==> src/rtl/imem_pkg.sv <==
// Shared definitions for the instruction-memory fetch unit.
//   NOP_INSTR    : value returned for faulting fetches and used to clear memory
//   fault_e      : 2-bit fault code carried on rsp_fault
//   rsp_state_e  : occupancy of the one-entry response register
package imem_pkg;

    localparam logic [31:0] NOP_INSTR = 32'h0000_0013;  // addi x0, x0, 0

    typedef enum logic [1:0] {
        FAULT_OK         = 2'b00,
        FAULT_MISALIGNED = 2'b01,
        FAULT_RANGE      = 2'b10
    } fault_e;

    typedef enum logic {
        RSP_EMPTY = 1'b0,
        RSP_FULL  = 1'b1
    } rsp_state_e;

endpackage

==> src/rtl/imem_array.sv <==
// Instruction storage: DEPTH words of XLEN bits.
//   clk, reset         : clock, synchronous active-high clear of every word to NOP
//   wr_en/addr/data    : synchronous write port (program load)
//   rd_addr, rd_data   : combinational read port
module imem_array
    import imem_pkg::*;
#(
    parameter  int XLEN  = 32,
    parameter  int DEPTH = 64,
    localparam int AW    = $clog2(DEPTH)
) (
    input  logic            clk,
    input  logic            reset,
    input  logic            wr_en,
    input  logic [AW-1:0]   wr_addr,
    input  logic [XLEN-1:0] wr_data,
    input  logic [AW-1:0]   rd_addr,
    output logic [XLEN-1:0] rd_data
);

    logic [XLEN-1:0] mem [DEPTH];

    // NOTE: clearing a memory on reset forces it into flops instead of a RAM
    // macro; here it is intended, since a reset program image must read as NOP.
    always_ff @(posedge clk) begin
        if (reset) begin
            for (int i = 0; i < DEPTH; i++) begin
                mem[i] <= XLEN'(NOP_INSTR);
            end
        end else if (wr_en) begin
            mem[wr_addr] <= wr_data;
        end
    end

    assign rd_data = mem[rd_addr];

endmodule

==> src/rtl/imem_fetch_unit.sv <==
// Instruction fetch unit with a one-entry registered response.
//   clk, reset                     : clock, synchronous active-high reset
//   req_valid/req_ready/req_addr   : fetch request handshake, byte address
//   rsp_valid/rsp_ready            : response handshake
//   rsp_instr, rsp_fault           : fetched word and fault code (00/01/10)
//   ld_en/ld_addr/ld_data          : program-load write port (blocks fetch)
//   fetch_cnt                      : number of accepted fetches, wrapping
module imem_fetch_unit
    import imem_pkg::*;
#(
    parameter  int              XLEN      = 32,
    parameter  int              DEPTH     = 64,
    parameter  logic [XLEN-1:0] BASE_ADDR = '0,
    localparam int              AW        = $clog2(DEPTH)
) (
    input  logic            clk,
    input  logic            reset,
    input  logic            req_valid,
    output logic            req_ready,
    input  logic [XLEN-1:0] req_addr,
    output logic            rsp_valid,
    input  logic            rsp_ready,
    output logic [XLEN-1:0] rsp_instr,
    output logic [1:0]      rsp_fault,
    input  logic            ld_en,
    input  logic [AW-1:0]   ld_addr,
    input  logic [XLEN-1:0] ld_data,
    output logic [31:0]     fetch_cnt
);

    rsp_state_e      state_q, state_d;
    logic            accept;
    logic [XLEN-1:0] offset;
    logic [AW-1:0]   word_idx;
    logic [XLEN-1:0] mem_rd_data;
    logic [XLEN-1:0] fetch_instr;
    fault_e          fetch_fault;

    assign rsp_valid = (state_q == RSP_FULL);
    assign req_ready = !ld_en && (!rsp_valid || rsp_ready);
    assign accept    = req_valid && req_ready;

    // Addresses below BASE_ADDR wrap to huge offsets and land in the
    // out-of-range check. BASE_ADDR is word aligned, so offset[1:0] equals
    // req_addr[1:0].
    assign offset   = req_addr - BASE_ADDR;
    assign word_idx = offset[AW+1:2];

    imem_array #(
        .XLEN  (XLEN),
        .DEPTH (DEPTH)
    ) u_array (
        .clk     (clk),
        .reset   (reset),
        .wr_en   (ld_en),
        .wr_addr (ld_addr),
        .wr_data (ld_data),
        .rd_addr (word_idx),
        .rd_data (mem_rd_data)
    );

    // NOTE: every output of a combinational block gets a default first so no
    // path leaves it unassigned, which would otherwise infer a latch.
    always_comb begin
        fetch_fault = FAULT_OK;
        fetch_instr = mem_rd_data;
        if (offset[1:0] != 2'b00) begin
            fetch_fault = FAULT_MISALIGNED;
            fetch_instr = XLEN'(NOP_INSTR);
        end else if (offset[XLEN-1:AW+2] != '0) begin
            fetch_fault = FAULT_RANGE;
            fetch_instr = XLEN'(NOP_INSTR);
        end
    end

    always_comb begin
        state_d = state_q;
        case (state_q)
            RSP_EMPTY: if (accept) state_d = RSP_FULL;
            RSP_FULL:  if (rsp_ready && !accept) state_d = RSP_EMPTY;
            default:   state_d = RSP_EMPTY;
        endcase
    end

    // NOTE: sequential state uses non-blocking assignments so every flop
    // samples pre-edge values regardless of block ordering.
    always_ff @(posedge clk) begin
        if (reset) begin
            state_q <= RSP_EMPTY;
        end else begin
            state_q <= state_d;
        end
    end

    always_ff @(posedge clk) begin
        if (reset) begin
            rsp_instr <= XLEN'(NOP_INSTR);
            rsp_fault <= FAULT_OK;
            fetch_cnt <= '0;
        end else if (accept) begin
            rsp_instr <= fetch_instr;
            rsp_fault <= fetch_fault;
            fetch_cnt <= fetch_cnt + 32'd1;
        end
    end

endmodule

==> config.mk <==
export PLATFORM = sky130hd
export DESIGN_NAME = imem_fetch_unit
export DESIGN_NICKNAME = d
export VERILOG_FILES = /design/src/rtl/imem_pkg.sv /design/src/rtl/imem_array.sv /design/src/rtl/imem_fetch_unit.sv
export SDC_FILE = /design/constraint.sdc
export NUM_CORES = 2
export LEC_CHECK = 0
export ABC_AREA = 0
export CELL_PAD_IN_SITES_DETAIL_PLACEMENT = 1
export CELL_PAD_IN_SITES_GLOBAL_PLACEMENT = 1
export CORE_MARGIN = 4
export CORE_UTILIZATION = 45
export DETAILED_ROUTE_END_ITERATION = 8
export MAX_ROUTING_LAYER = met4
export PLACE_DENSITY_LB_ADDON = 0.1
export RECOVER_POWER = 25
export SYNTH_ARGS = -nofsm -noshare
export SYNTH_HDL_FRONTEND = slang
export SYNTH_SLANG_ARGS = --single-unit
==> constraint.sdc <==
create_clock -name clk -period 3.74 [get_ports clk]
set_input_delay 0.935 -clock clk [delete_from_list [all_inputs] [get_ports clk]]
set_output_delay 0.935 -clock clk [all_outputs]
set_load 0.01 [all_outputs]
==> summary.txt <==
Logic synthesis
  • Yosys warnings: 0
  • Mapped Area: 96040 sq um
  • Flops & latches, synth: ~2100
  • Yosys cell types: 62
  • Share of async-settable or async-resettable flops after synthesis: 0%
  • Mean Syn Cell Area: 14.80 sq um
  • Cells after Synth: 6490
  • Net count after synthesis: between 6000 and 7000
  • Number of synthesized flops with an enable pin: around 2000
  • Synth Flop Type: edfxtp_1
  • Sequential area share after synthesis: between 60% and 70%

Placed design
  • Hpwl dp: around 210 mm
  • Placed cells: roughly 9300
  • DP Worst Slack: -0.09105 ns
  • GP Congestion: between 0.9 and 1
  • Placed Area: around 100000 sq um
  • Port buffer count: around 140

Detailed routing
  • Routed length per instance: around 33 um
  • DR vias/cell: slightly below 6
  • Pre-antenna DRT Iters: 7
  • Overall routed net length: around 320 mm
  • Residual DRC: 0
  • Via count: around 58000
  • Drt initial violations: around 6400
  • Post-route ant nets: 0

Timing
  • Count of final hold-check violations: 0
  • Slew Limit Fails: 30
  • Slew @ Worst Pin: around 1.5 ns
  • Fmax: slightly below 300 MHz
  • Final setup vio count: 0
  • Worst setup margin: around 0.28 ns
  • Slew margin rel.: -3.056%
  • RSZ-0062 raised after global routing: false
  • Worst Skew: between 0.04 and 0.05 ns
  • Post-layout minimum cycle time: roughly 3.5 ns
  • Fin crit share: around 90%

Min path
  • Worst hold path depth: 2
  • Hold Path Sink: u_array.mem[57][5]
  • Worst Hold Class: in -> reg
  • HP Start: ld_data[5]

Setup path
  • Reg2Reg Launch Point: rsp_valid
  • CP Max Fanout: 16
  • Reg2Reg Setup Slack: between 1 and 1.5 ns
  • CP startpoint kind: input port
  • RR Endpoint: rsp_instr[22]
  • CP Class: in -> reg
  • WP data arrival: just over 4 ns
  • Worst Path Required: ~4.4 ns
  • Setup crit end kind: register
  • Worst Reg2Reg Path Length in Cells: 7

Clock network
  • Num CTS Buffers: roughly 230
  • H-Tree Depth: 4
  • Clock Path Buffers: 3
  • CTS Root Cell: clkbuf_16
  • Postcts setup bufs: 0
  • Post-CTS Hold Buffers: 0
  • Resized cells post-CTS: 0
  • CTS sink count: approximately 2100
  • Clock Pin Slew Worst Setup and Hold Paths: ~0.06 ns
  • Clock latency on the worst-skew pair: around 0.9 ns
  • CTS tree: built

Run
  • Max Cap Viol: 1

Global routing
  • Initial antenna violation count: 33
  • GR Overflow Total: 0
  • Number of global-route vias before repair: ~60000
  • First-pass GRT wire length: 452.3 mm
  • Largest net degree at the start of global routing: ~110
  • GRT Total Usage: 29.44%

Cells and area
  • Post-Layout Inst Area: 110900 sq um
  • NumNets Final: slightly below 7000
  • Layout area overhead: 15.46%
  • Fin cells: approximately 9800
  • Share of layout cells above drive strength 1: between 20 and 25%

Die
  • Core Area: roughly 210000 sq um
  • # rows: 169
  • Die area: between 200000 and 250000 sq um
  • # IOs: 143
  • Initial core utilization: between 40% and 50%
  • Die width: around 470 um
  • Die Y: around 470 um

Power and ir drop
  • Peak VDD IR: 0.5050 mV
  • Pwr/cell area: a little under 500 nW/um^2
  • Lkg Pwr: about 38 nW

Outcome
  • Outcome: finished with violations
  • Failing checks: capacitance limit, slew limit
## layout by cell type, fill, tap and decap left out, types with 64 or more instances in the layout
cell type        instances
edfxtp_1              2048
nor2_1                 122
mux2i_1                151
dfxtp_1                 67
a21oi_1                 66
clkbuf_1               128
or2_2                   64
a22oi_1                 82
and2_1                1591
and2_0                 267
or3_1                  199
clkdlybuf4s50_1        103
mux4_2                 439
buf_4                  290
buf_12                 143
nand2_1                210
clkbuf_16              227
nand3_1                 87
## sequential cells by signal (all words and copies together) (netlist names)
register	count
u_array.mem	2048
rsp_instr	32
rsp_valid	1
fetch_cnt	32
rsp_fault	2
## report_power, final
| group | internal, mW | switching [mW] |
|---|---|---|
| registers | 27.1 | 0.355 |
| clock network | 12.5 | 9.77 |
| logic | 1.70 | 2.91 |
## metal layers
metal,wire [um],global-route usage [%],up-vias,share of wire [%]
met2,150400,46.09,2228,47
met1,128700,39.11,30721,41
met3,22960,4.135,498,7.2
li1,-,-,24246,-
met4,15400,11.89,0,4.8
met5,0,-,-,0
## worst max-delay path by stage
stage / startpoint / endpoint / slack, ns / cells after the start
final: ld_en / u_array.mem[36][21] / 0.28 / 9
after global routing: ld_en / u_array.mem[58][11] / 0.24 / 8
after CTS: rsp_ready / req_ready / 0.49 / 5
after detailed placement: req_addr[2] / rsp_instr[26] / -0.09 / 9
after global placement: req_addr[2] / rsp_instr[26] / -0.02 / 9
after floorplan: ld_addr[4] / u_array.mem[36][0] / 0.80 / 6
## stage by stage
| step | utilization, % | hold WS [ns] | total power, mW | TNS, ns |
|---|---|---|---|---|
| floorplan | - | 0.4697 | 30.10 | 0 |
| global route | 52.28 | 0.3941 | 56.03 | 0 |
| finish | 52.28 | 0.4263 | 54.33 | 0 |
| CTS | 52.57 | 0.3408 | 54.76 | 0 |
| global placement | 49.12 | 0.4848 | 32.49 | -0.01809 |
| detailed placement | 49.12 | 0.4931 | 32.61 | -0.09105 |
## cells by family after synthesis
kind of cell | synth area share, %
compound gates | 2.647
flops | 65.43
mux | 12.35
xor+xnor | 0.2371
simple gates | 16.34
buf+inv | 2.978
fa+ha+maj | 0.01303
## synthesized netlist by cell type, types with 16 or more instances
| library cell | number | area share, % |
|---|---|---|
| a22oi_1 | 82 | 0.64 |
| dfxtp_1 | 67 | 1.4 |
| o211ai_1 | 23 | 0.18 |
| buf_1 | 48 | 0.19 |
| or2_2 | 66 | 0.43 |
| a31oi_1 | 32 | 0.21 |
| mux4_2 | 439 | 10 |
| mux2i_1 | 151 | 1.6 |
| a221o_1 | 19 | 0.20 |
| nand2_1 | 210 | 0.82 |
| buf_4 | 23 | 0.18 |
| edfxtp_1 | 2048 | 64 |
| clkbuf_1 | 509 | 2.0 |
| nor2_1 | 137 | 0.54 |
| o21ai_0 | 57 | 0.30 |
| a21oi_1 | 66 | 0.34 |
| buf_2 | 99 | 0.52 |
| nor3_1 | 16 | 0.083 |
| a22o_1 | 31 | 0.28 |
| or3_1 | 198 | 1.3 |
| mux2_2 | 41 | 0.48 |
| nand3_1 | 87 | 0.45 |
| and2_1 | 1858 | 12 |
| o22ai_1 | 16 | 0.10 |
| xor2_1 | 16 | 0.15 |
## layout make-up
cell class / count / area (sq um)
clock buffers: 294 / 6042
fillers: 20033 / 101200
well taps: 2821 / 3530
diodes: 20 / 50.05
flip-flops and latches: 2115 / 62840
inverters: 3 / 11.26
clock inverters: 137 / 1271
repair buffers: 681 / 6764
multi-input cells: 3685 / 30380
## worst max-delay path, cell delays in order
cell	delay (ns)
dlygate4sd3_1	0.68
nor3b_1	0.20
clkbuf_1	0.26
nand2_1	0.23
clkbuf_1	0.82
clkbuf_1	0.26
nor2_2	0.08
or2_2	0.39
buf_12	0.19
Note: power is estimated with default switching activity, not from simulation.
